## src/rtl/ex_mdu_pkg.sv

```systemverilog
// Shared opcode, result-class and divider-state definitions for the
// execution stage with multiply/divide support.
package ex_mdu_pkg;

    localparam logic [7:0] EXE_NOP_OP   = 8'b0000_0000;
    localparam logic [7:0] EXE_AND_OP   = 8'b0010_0100;
    localparam logic [7:0] EXE_OR_OP    = 8'b0010_0101;
    localparam logic [7:0] EXE_XOR_OP   = 8'b0010_0110;
    localparam logic [7:0] EXE_NOR_OP   = 8'b0010_0111;
    localparam logic [7:0] EXE_SLL_OP   = 8'b0111_1100;
    localparam logic [7:0] EXE_SRL_OP   = 8'b0000_0010;
    localparam logic [7:0] EXE_SRA_OP   = 8'b0000_0011;
    localparam logic [7:0] EXE_MULT_OP  = 8'b0001_1000;
    localparam logic [7:0] EXE_MULTU_OP = 8'b0001_1001;
    localparam logic [7:0] EXE_DIV_OP   = 8'b0001_1010;
    localparam logic [7:0] EXE_DIVU_OP  = 8'b0001_1011;

    localparam logic [2:0] EXE_RES_NOP   = 3'b000;
    localparam logic [2:0] EXE_RES_LOGIC = 3'b001;
    localparam logic [2:0] EXE_RES_SHIFT = 3'b010;

    typedef enum logic [1:0] {
        DIV_IDLE = 2'b00,
        DIV_BUSY = 2'b01,
        DIV_DONE = 2'b10
    } div_state_t;

    function automatic logic is_div_op(input logic [7:0] op);
        return (op == EXE_DIV_OP) || (op == EXE_DIVU_OP);
    endfunction

endpackage

```

## src/rtl/ex_mdu_div.sv

```systemverilog
// Iterative restoring divider: one quotient bit per cycle on operand
// magnitudes, with a signed fix-up applied to the stored result.
module div_iter
    import ex_mdu_pkg::*;
#(
    parameter int DATA_W = 32
) (
    input  logic              clk,
    input  logic              rst,
    input  logic              start,
    input  logic              signed_op,
    input  logic              annul,
    input  logic [DATA_W-1:0] dividend,
    input  logic [DATA_W-1:0] divisor,
    output logic              busy,
    output logic              done,
    output logic [DATA_W-1:0] quotient,
    output logic [DATA_W-1:0] remainder
);

    localparam int CW = $clog2(DATA_W);

    div_state_t state, next_state;

    logic [DATA_W-1:0] quo, rem, dsr;
    logic [CW-1:0]     cnt;
    logic              neg_q, neg_r;
    logic              div_zero, last_step;
    logic [DATA_W-1:0] dividend_mag, divisor_mag;
    logic [DATA_W:0]   shifted, diff;

    assign div_zero     = (divisor == '0);
    assign last_step    = (cnt == CW'(DATA_W - 1));
    assign dividend_mag = (signed_op && dividend[DATA_W-1]) ? -dividend : dividend;
    assign divisor_mag  = (signed_op && divisor[DATA_W-1])  ? -divisor  : divisor;

    // quo doubles as the dividend shift register; its MSB feeds the remainder
    assign shifted = {rem, quo[DATA_W-1]};
    assign diff    = shifted - {1'b0, dsr};

    always_ff @(posedge clk) begin
        if (rst) state <= DIV_IDLE;
        else     state <= next_state;
    end

    always_comb begin
        next_state = state;
        case (state)
            DIV_IDLE: if (start) next_state = div_zero ? DIV_DONE : DIV_BUSY;
            DIV_BUSY: begin
                if (annul)          next_state = DIV_IDLE;
                else if (last_step) next_state = DIV_DONE;
            end
            DIV_DONE: next_state = DIV_IDLE;
            default:  next_state = DIV_IDLE;
        endcase
    end

    always_comb begin
        busy = 1'b0;
        done = 1'b0;
        case (state)
            DIV_IDLE: busy = start;
            DIV_BUSY: busy = ~annul;
            DIV_DONE: done = ~annul;
            default:  busy = 1'b0;
        endcase
    end

    always_ff @(posedge clk) begin
        if (rst) begin
            quo   <= '0;
            rem   <= '0;
            dsr   <= '0;
            cnt   <= '0;
            neg_q <= 1'b0;
            neg_r <= 1'b0;
        end else begin
            case (state)
                DIV_IDLE: begin
                    if (start && div_zero) begin
                        quo   <= '1;
                        rem   <= dividend;
                        neg_q <= 1'b0;
                        neg_r <= 1'b0;
                    end else if (start) begin
                        quo   <= dividend_mag;
                        rem   <= '0;
                        dsr   <= divisor_mag;
                        cnt   <= '0;
                        neg_q <= signed_op & (dividend[DATA_W-1] ^ divisor[DATA_W-1]);
                        neg_r <= signed_op & dividend[DATA_W-1];
                    end
                end
                DIV_BUSY: begin
                    cnt <= cnt + 1'b1;
                    if (!diff[DATA_W]) begin
                        rem <= diff[DATA_W-1:0];
                        quo <= {quo[DATA_W-2:0], 1'b1};
                    end else begin
                        rem <= shifted[DATA_W-1:0];
                        quo <= {quo[DATA_W-2:0], 1'b0};
                    end
                end
                default: ;
            endcase
        end
    end

    assign quotient  = neg_q ? -quo : quo;
    assign remainder = neg_r ? -rem : rem;

endmodule

```

## src/rtl/ex_mdu.sv

```systemverilog
// Execution stage: logic, shift and single-cycle multiply datapath plus an
// iterative divider that stalls the pipeline and writes the HI/LO pair.
module ex_mdu
    import ex_mdu_pkg::*;
#(
    parameter int DATA_W = 32,
    parameter int AW     = 5
) (
    input  logic              clk,
    input  logic              rst,
    input  logic [7:0]        aluop_i,
    input  logic [2:0]        alusel_i,
    input  logic [AW-1:0]     wd_i,
    input  logic              wreg_i,
    input  logic [DATA_W-1:0] reg1_i,
    input  logic [DATA_W-1:0] reg2_i,
    input  logic              annul_i,
    output logic [AW-1:0]     wd_o,
    output logic              wreg_o,
    output logic [DATA_W-1:0] wdata_o,
    output logic              whilo_o,
    output logic [DATA_W-1:0] hi_o,
    output logic [DATA_W-1:0] lo_o,
    output logic              stallreq_o
);

    localparam int SHW = $clog2(DATA_W);

    logic [SHW-1:0]      shamt;
    logic [DATA_W-1:0]   logic_res, shift_res;
    logic [2*DATA_W-1:0] mul_a, mul_b, prod;
    logic                is_mult, mult_signed;
    logic                div_busy, div_done;
    logic [DATA_W-1:0]   div_quo, div_rem;

    assign shamt       = reg1_i[SHW-1:0];
    assign is_mult     = (aluop_i == EXE_MULT_OP) || (aluop_i == EXE_MULTU_OP);
    assign mult_signed = (aluop_i == EXE_MULT_OP);

    // Sign- or zero-extending to full width lets one unsigned multiplier serve both
    assign mul_a = mult_signed ? {{DATA_W{reg1_i[DATA_W-1]}}, reg1_i} : {{DATA_W{1'b0}}, reg1_i};
    assign mul_b = mult_signed ? {{DATA_W{reg2_i[DATA_W-1]}}, reg2_i} : {{DATA_W{1'b0}}, reg2_i};
    assign prod  = mul_a * mul_b;

    always_comb begin
        logic_res = '0;
        case (aluop_i)
            EXE_OR_OP:  logic_res = reg1_i | reg2_i;
            EXE_AND_OP: logic_res = reg1_i & reg2_i;
            EXE_XOR_OP: logic_res = reg1_i ^ reg2_i;
            EXE_NOR_OP: logic_res = ~(reg1_i | reg2_i);
            default:    logic_res = '0;
        endcase
    end

    always_comb begin
        shift_res = '0;
        case (aluop_i)
            EXE_SLL_OP: shift_res = reg2_i << shamt;
            EXE_SRL_OP: shift_res = reg2_i >> shamt;
            EXE_SRA_OP: shift_res = $signed(reg2_i) >>> shamt;
            default:    shift_res = '0;
        endcase
    end

    div_iter #(.DATA_W(DATA_W)) u_div (
        .clk       (clk),
        .rst       (rst),
        .start     (is_div_op(aluop_i)),
        .signed_op (aluop_i == EXE_DIV_OP),
        .annul     (annul_i),
        .dividend  (reg1_i),
        .divisor   (reg2_i),
        .busy      (div_busy),
        .done      (div_done),
        .quotient  (div_quo),
        .remainder (div_rem)
    );

    always_comb begin
        wd_o       = '0;
        wreg_o     = 1'b0;
        wdata_o    = '0;
        whilo_o    = 1'b0;
        hi_o       = '0;
        lo_o       = '0;
        stallreq_o = 1'b0;
        if (!rst) begin
            wd_o       = wd_i;
            wreg_o     = wreg_i;
            stallreq_o = div_busy;
            case (alusel_i)
                EXE_RES_LOGIC: wdata_o = logic_res;
                EXE_RES_SHIFT: wdata_o = shift_res;
                default:       wdata_o = '0;
            endcase
            if (is_mult) begin
                whilo_o = 1'b1;
                hi_o    = prod[2*DATA_W-1:DATA_W];
                lo_o    = prod[DATA_W-1:0];
            end else if (div_done) begin
                whilo_o = 1'b1;
                hi_o    = div_rem;
                lo_o    = div_quo;
            end
        end
    end

endmodule

```

## config.mk

```make
export PLATFORM = sky130hd
export DESIGN_NAME = ex_mdu
export DESIGN_NICKNAME = d
export VERILOG_FILES = /design/src/rtl/ex_mdu_pkg.sv /design/src/rtl/ex_mdu_div.sv /design/src/rtl/ex_mdu.sv
export SDC_FILE = /design/constraint.sdc
export NUM_CORES = 2
export LEC_CHECK = 0
export CAP_MARGIN = 20
export CELL_PAD_IN_SITES_DETAIL_PLACEMENT = 1
export CELL_PAD_IN_SITES_GLOBAL_PLACEMENT = 2
export CORE_ASPECT_RATIO = 1.75
export CORE_UTILIZATION = 40
export CTS_CLUSTER_DIAMETER = 50
export DETAILED_ROUTE_END_ITERATION = 7
export PLACE_DENSITY_LB_ADDON = 0.1
export RECOVER_POWER = 50
export SYNTH_ARGS = -nofsm -noshare
export SYNTH_HDL_FRONTEND = slang
export SYNTH_HIERARCHICAL = 1
export SYNTH_SLANG_ARGS = --single-unit
```

## constraint.sdc

```tcl
create_clock -name clk -period 41.6 [get_ports clk]
set_input_delay 10.4 -clock clk [delete_from_list [all_inputs] [get_ports clk]]
set_output_delay 10.4 -clock clk [all_outputs]
set_load 0.005 [all_outputs]
```

# --- Word level (Yosys, flattened, before mapping) ---
# Index checks and enable logic that the tools add are counted.
word_totals:
  ff_bits: 105
  output_inout_bits: 104
  wordCells: 104
op_classes:
  add_sub_neg: 6
  n_mul: 1
  n_eq_ne: 20
  shift: 3
  muxes: 44
  n_bitwise: 9
  reduce_logical: 14
ops:
  columns: ["cell", "count"]
  rows:
  - ["32-bit 2-to-1 mux", 16]
  - ["32-bit case mux with 2 select lines", 3]
  - ["64-bit 2-to-1 mux", 2]
  - ["32-bit negator", 4]
  - ["32-bit case mux with 4 select lines", 1]
  - ["32-bit case mux with 3 select lines", 1]
  - ["64-bit by 64-bit multiplier with 64-bit output", 1]
  - ["33-bit by 32-bit subtractor with 33-bit output", 1]
  - ["32-bit bitwise AND", 1]
  - ["8-bit by 5-bit == test with 1-bit output (second input constant)", 4]
  - ["8-bit by 6-bit == test with 1-bit output (second input constant)", 4]
  - ["32-bit zero test", 1]
  - ["32-bit inverter", 1]
  - ["32-bit bitwise OR", 1]
  - ["32-bit by 5-bit left shift with 32-bit output", 1]
  - ["32-bit by 5-bit right shift with 32-bit output", 1]
  - ["32-bit by 5-bit >>> shifter with 32-bit output", 1]
  - ["32-bit bitwise XOR", 1]
  - ["8-bit by 2-bit == test with 1-bit output (second input constant)", 2]
  - ["5-bit 2-to-1 mux", 3]
  - ["1-bit 2-to-1 mux", 11]
  - ["5-bit case mux with 2 select lines", 1]
  - ["8-bit by 7-bit == test with 1-bit output (second input constant)", 1]
  - ["2-bit 2-to-1 mux", 4]
  - ["21 further kinds", 30]

# --- Depth between registers and ports, before layout ---
depth:
  word_depth: 6
  mapped_depth: 39

# --- Hierarchy ---
# The synthesis kept the hierarchy.
by_module_without_submodules:
  columns: ["module", "n_inst", "cells_each", "area_per_inst_um2", "seq_area_each_um2"]
  rows:
  - ["ex_mdu", 1, 6158, 53217.3, 0.0]
  - ["div_iter", 1, 1229, 9059.9, 2102.0]

# --- Least setup slack after synthesis ---
# No wires, ideal clock.
synth_path:
  kind: "input to output"
  start: "in aluop_i[5]"
  end: "out hi_o[29]"
  arrival_ps: 20058
  setup_slack_ps: 11142
  path_stages: 33
  n_path_buf: 3
  path_cell_list: "or4_1 or3_1 buf_2 clkbuf_1 clkbuf_1 nor4_1 fa_1 inv_1 fa_1 inv_1 fa_1 inv_1 fa_1 inv_1 fa_1 fa_1 fa_1 fa_1 fa_1 inv_1 fa_1 inv_1 ha_1 a21oi_1 o21ai_0 a21oi_1 nor2_1 or3_1 a211oi_1 o311ai_1 o31a_1 xnor2_1 o21ai_1"
synth_between:
  elab_chain_len: 5
  elab_cells_between_ends: 8
  classes_between: "1 x mul; 2 x eq/ne; 4 x mux; 1 x reduce/logical"
synth_rtl:
  columns: ["item", "line_no", "source"]
  rows:
  - ["start: declaration", "ex_mdu.sv:11", "input logic [7:0] aluop_i,"]
  - ["8-bit by 5-bit == test with 1-bit output", "ex_mdu.sv:37, ex_mdu.sv:38", null]
  - ["64-bit 2-to-1 mux (on tied branches)", "ex_mdu.sv:41, ex_mdu.sv:42", null]
  - ["64-bit by 64-bit multiplier with 64-bit output", "ex_mdu.sv:43", "assign prod = mul_a * mul_b;"]
  - ["32-bit 2-to-1 mux (*)", "ex_mdu.sv:97", "if (is_mult) begin"]
  - ["32-bit 2-to-1 mux (*)", "ex_mdu.sv:88", "if (!rst) begin"]
  - ["end: declaration", "ex_mdu.sv:22", "output logic [DATA_W-1:0] hi_o,"]
# Mark *: on every way between the ends. The rest lies on a longest branch, timed or not.

# --- Final worst setup path ---
layout_path:
  start: "in reg2_i[4]"
  end: "out hi_o[20]"
layout_between:
  elab_chain_len: 4
layout_rtl:
  columns: ["item", "line_no", "source"]
  rows:
  - ["start: declaration", "ex_mdu.sv:16", "input logic [DATA_W-1:0] reg2_i,"]
  - ["64-bit 2-to-1 mux", "ex_mdu.sv:42", "assign mul_b = mult_signed ? {{DATA_W{reg2_i[DATA_W-1]}}, reg2_i} : {{DATA_W{1'b0}}, reg2_i};"]
  - ["64-bit by 64-bit multiplier with 64-bit output", "ex_mdu.sv:43", null]
  - ["32-bit 2-to-1 mux", "ex_mdu.sv:97", null]
  - ["32-bit 2-to-1 mux", "ex_mdu.sv:88", null]
# No other way between the ends.

==> impl_metrics.xml <==
<?xml version="1.0" encoding="UTF-8"?>
<metrics>
  <group name="status">
    <metric name="status" unit="">complete, but fails checks</metric>
    <metric name="failed_checks" unit="">capacitance limit, slew limit</metric>
  </group>
  <group name="sta">
    <metric name="finalHoldViolCount" unit="">0</metric>
    <metric name="fmaxAchievable" unit="GHz">0.0293</metric>
    <metric name="grt_setup_unrepaired" unit="">false</metric>
    <metric name="setup_viol" unit="">0</metric>
    <metric name="setup_tns" unit="ps">0</metric>
    <metric name="clock-skew-final" unit="ps">12.9</metric>
    <metric name="slew-limit-headroom" unit="%">-94.9</metric>
    <metric name="slew_viol_final" unit="">147</metric>
    <metric name="period_needed" unit="ps">34110</metric>
    <metric name="period_share" unit="%">82.0</metric>
    <metric name="tightest_slew" unit="ps">2920</metric>
  </group>
  <group name="detailed_routing">
    <metric name="wl" unit="mm">322</metric>
    <metric name="routed_via_density" unit="">5.89</metric>
    <metric name="drt_pre_antenna_iters" unit="">5</metric>
    <metric name="avgRoutedWirePerCell" unit="um">34.4</metric>
    <metric name="detail_route.iter0.violations" unit="">4478</metric>
    <metric name="vias" unit="">55200</metric>
    <metric name="route.antenna.remaining_nets" unit="">0</metric>
    <metric name="drt_drc_violations_left" unit="">0</metric>
  </group>
  <group name="placed_design">
    <metric name="place.gp.congestion" unit="">1.06</metric>
    <metric name="port-buffer-count" unit="">187</metric>
    <metric name="numPlacedInstances" unit="">9351</metric>
    <metric name="postPlaceCellArea" unit="mm2">0.0662</metric>
    <metric name="hpwlAfterDp" unit="mm">259</metric>
  </group>
  <group name="global_routing">
    <metric name="vias_in_the_first_global_route" unit="">61200</metric>
    <metric name="global_route.usage.total" unit="%">41.7</metric>
    <metric name="first_pass_grt_wire_length" unit="mm">453</metric>
    <metric name="grt_max_degree" unit="">62</metric>
    <metric name="grt-ovfl-total" unit="">0</metric>
    <metric name="antenna_violations_before_repair" unit="">13</metric>
  </group>
  <group name="critical_path">
    <metric name="arrival" unit="ps">23710</metric>
    <metric name="cp.required" unit="ps">31200</metric>
    <metric name="rr_startpoint" unit="">u_div/state[0]</metric>
    <metric name="critical_path.max_fanout" unit="">17</metric>
    <metric name="rrSetupSlack" unit="ps">35870</metric>
    <metric name="crit_cells" unit="">31</metric>
    <metric name="largest_delay_contributor_family_on_the_critical_path" unit="">adder cells</metric>
    <metric name="cp_common_cell" unit="">sky130_fd_sc_hd__fa_1</metric>
    <metric name="timing.critical_path.slowest_stage_cell" unit="">sky130_fd_sc_hd__clkbuf_1</metric>
    <metric name="worst_setup_path_start_kind" unit="">input pin</metric>
    <metric name="startpoint" unit="">reg2_i[4]</metric>
    <metric name="worstRegToRegCells" unit="">7</metric>
    <metric name="reg2reg_to" unit="">u_div/dsr[31]</metric>
    <metric name="critical_path.endpoint_type" unit="">primary output</metric>
    <metric name="cpPeakStageDelay" unit="ps">1990</metric>
    <metric name="worstSetupEndpoint" unit="">hi_o[20]</metric>
    <metric name="path_buf_inv" unit="">9</metric>
    <metric name="critical_path_class" unit="">in -&gt; out</metric>
  </group>
  <group name="synthesis">
    <metric name="ys_types" unit="">93</metric>
    <metric name="syn_inst" unit="">7387</metric>
    <metric name="syn_area" unit="mm2">0.0623</metric>
    <metric name="number_of_synthesized_flops_with_an_enable_pin" unit="">0</metric>
    <metric name="synth_area_leader_cell" unit="">sky130_fd_sc_hd__fa_1</metric>
    <metric name="avgSynthCellArea" unit="um2">8.43</metric>
    <metric name="seq_area_frac_synth" unit="%">3.38</metric>
    <metric name="ys_top_cells_by_area" unit="">sky130_fd_sc_hd__fa_1, sky130_fd_sc_hd__inv_1, sky130_fd_sc_hd__ha_1</metric>
    <metric name="ys_warn_count" unit="">6</metric>
    <metric name="most_used_flip_flop_cell_after_synthesis" unit="">sky130_fd_sc_hd__dfxtp_1</metric>
    <metric name="synth_top_area_share" unit="%">45.6</metric>
    <metric name="syn-num-nets" unit="">9302</metric>
    <metric name="synth-async-reset-ratio" unit="%">0</metric>
    <metric name="number_of_storage_elements_in_the_synthesis_netlist" unit="">105</metric>
  </group>
  <group name="worst_hold_path">
    <metric name="min-delay-path-class" unit="">reg -&gt; reg</metric>
  </group>
  <group name="layout">
    <metric name="syn_to_final_growth" unit="%">6.89</metric>
    <metric name="commonest_cells_after_routing_fill_and_taps_aside" unit="">sky130_fd_sc_hd__inv_1, sky130_fd_sc_hd__fa_1, sky130_fd_sc_hd__nand2_1</metric>
    <metric name="filler_cell_count" unit="">18400</metric>
    <metric name="layout.cell_area.non_filler" unit="mm2">0.0666</metric>
    <metric name="nets" unit="">9254</metric>
    <metric name="final_layout_size_suffix_gt1_share" unit="%">4.56</metric>
    <metric name="stdcell_count" unit="">9377</metric>
    <metric name="final_common_cell" unit="">sky130_fd_sc_hd__inv_1</metric>
  </group>
  <group name="clock_network">
    <metric name="worstSkewPairLatency" unit="ps">420</metric>
    <metric name="clk_pin_slew_worst_paths" unit="ps">80</metric>
    <metric name="clock_sinks" unit="">105</metric>
    <metric name="cts.hold.buffers_added" unit="">0</metric>
    <metric name="clock_tree_from_tritoncts" unit="">done</metric>
    <metric name="cts-root-buf" unit="">sky130_fd_sc_hd__clkbuf_16</metric>
    <metric name="cts.repair.resized" unit="">0</metric>
    <metric name="cts_h_tree_lvls" unit="">3</metric>
    <metric name="cts_made_buffers" unit="">9</metric>
    <metric name="cts_post_setup_buffers_inserted" unit="">0</metric>
    <metric name="ctsLongestPathBuffers" unit="">2</metric>
  </group>
  <group name="floorplan">
    <metric name="num_rows" unit="">191</metric>
    <metric name="die_x_extent" unit="um">300</metric>
    <metric name="core-area" unit="mm2">0.155</metric>
    <metric name="design.die.area" unit="mm2">0.157</metric>
    <metric name="starting_density" unit="%">40.3</metric>
    <metric name="top_level_ports" unit="">188</metric>
    <metric name="die_height" unit="um">524</metric>
  </group>
  <group name="job">
    <metric name="number_of_max_capacitance_violations_reported" unit="">4</metric>
  </group>
</metrics>
## worst min-delay path by stage
stage	startpoint	endpoint	depth (start not counted)
3_5_place_dp	u_div/dsr[31]	u_div/dsr[31]	2
4_1_cts	u_div/dsr[0]	u_div/dsr[0]	2
2_1_floorplan	u_div/dsr[31]	u_div/dsr[31]	2
6_report	u_div/dsr[0]	u_div/dsr[0]	2
5_1_grt	u_div/dsr[31]	u_div/dsr[31]	2
3_3_place_gp	u_div/dsr[31]	u_div/dsr[31]	2
## per-stage QoR
stage / setup WS [ps] / hold WS (ps) / util, %
final: 7490 / 473 / 43.1
after global routing: 7270 / 487 / 43.0
after CTS: 8800 / 471 / 43.0
after detailed placement: 8850 / 459 / 42.8
after global placement: 8530 / 449 / 42.8
after floorplan: 11140 / 432 / -
## cell families (layout without fill, tap and decap cells)
logic type | Yosys count | in the layout | synth area share [%]
xor+xnor | 261 | 261 | 3.67
buf+inv | 2131 | 2088 | 12.9
compound gates | 901 | 901 | 9.36
mux | 147 | 147 | 3.22
flops | 105 | 105 | 3.38
fa+ha+maj | 1831 | 1831 | 53.9
other cells | 0 | 7 | 0
simple gates | 2011 | 2011 | 13.6
## layout make-up
class / count / area, um2 / area share, %
timing repair buffer: 360 / 2930 / 4.40
antenna: 7 / 17.5 / 0.0263
sequential: 105 / 2100 / 3.16
tap: 2026 / 2530 / 3.81
multi-input combinational: 5151 / 52200 / 78.5
clock buffer: 9 / 225 / 0.338
inverter: 1712 / 6430 / 9.65
clock inverter: 7 / 96.3 / 0.145
## flip-flops by register name, summed over array words and instances, names as in the netlist
name and flops:
u_div/rem 32, u_div/neg_q 1, u_div/neg_r 1, u_div/dsr 32, u_div/state 2, u_div/cnt 5, u_div/quo 32
## layer usage
layer | global-route usage, % | up-vias | routed length (um)
li1 | - | 22400 | -
met3 | 7.53 | 1190 | 21200
met2 | 71.4 | 2585 | 157000
met4 | 42.8 | 6 | 41300
met5 | 0 | - | 41
met1 | 41.4 | 29000 | 103000
## worst min-delay path: cells and delay by family (launching register included)
family | cells | cell delay [ps]
and+or+nand+nor | 1 | 60
DFF | 1 | 320
AOI/OAI and AO/OA | 1 | 50
## synthesized netlist by cell type (all sizes together) (24+ instances only)
library cell and number:
nand3 46, inv 1690, xnor2 186, and3 33, a211oi 69, nor2 642
buf 88, a311oi 26, clkbuf 331, a21o 51, nor2b 24, or3 38
a31oi 24, nor3 77, a2111oi 31, xor2 75, fa 1420, nor4 42
o21ai 163, dfxtp 105, o31ai 39, ha 411, a21oi 301, and2 24
mux2i 97, mux4 42, o211ai 40, nand2 998
Power is not shown: default switching activity piles up to over one toggle a cycle in this logic, so the estimate is an artifact.
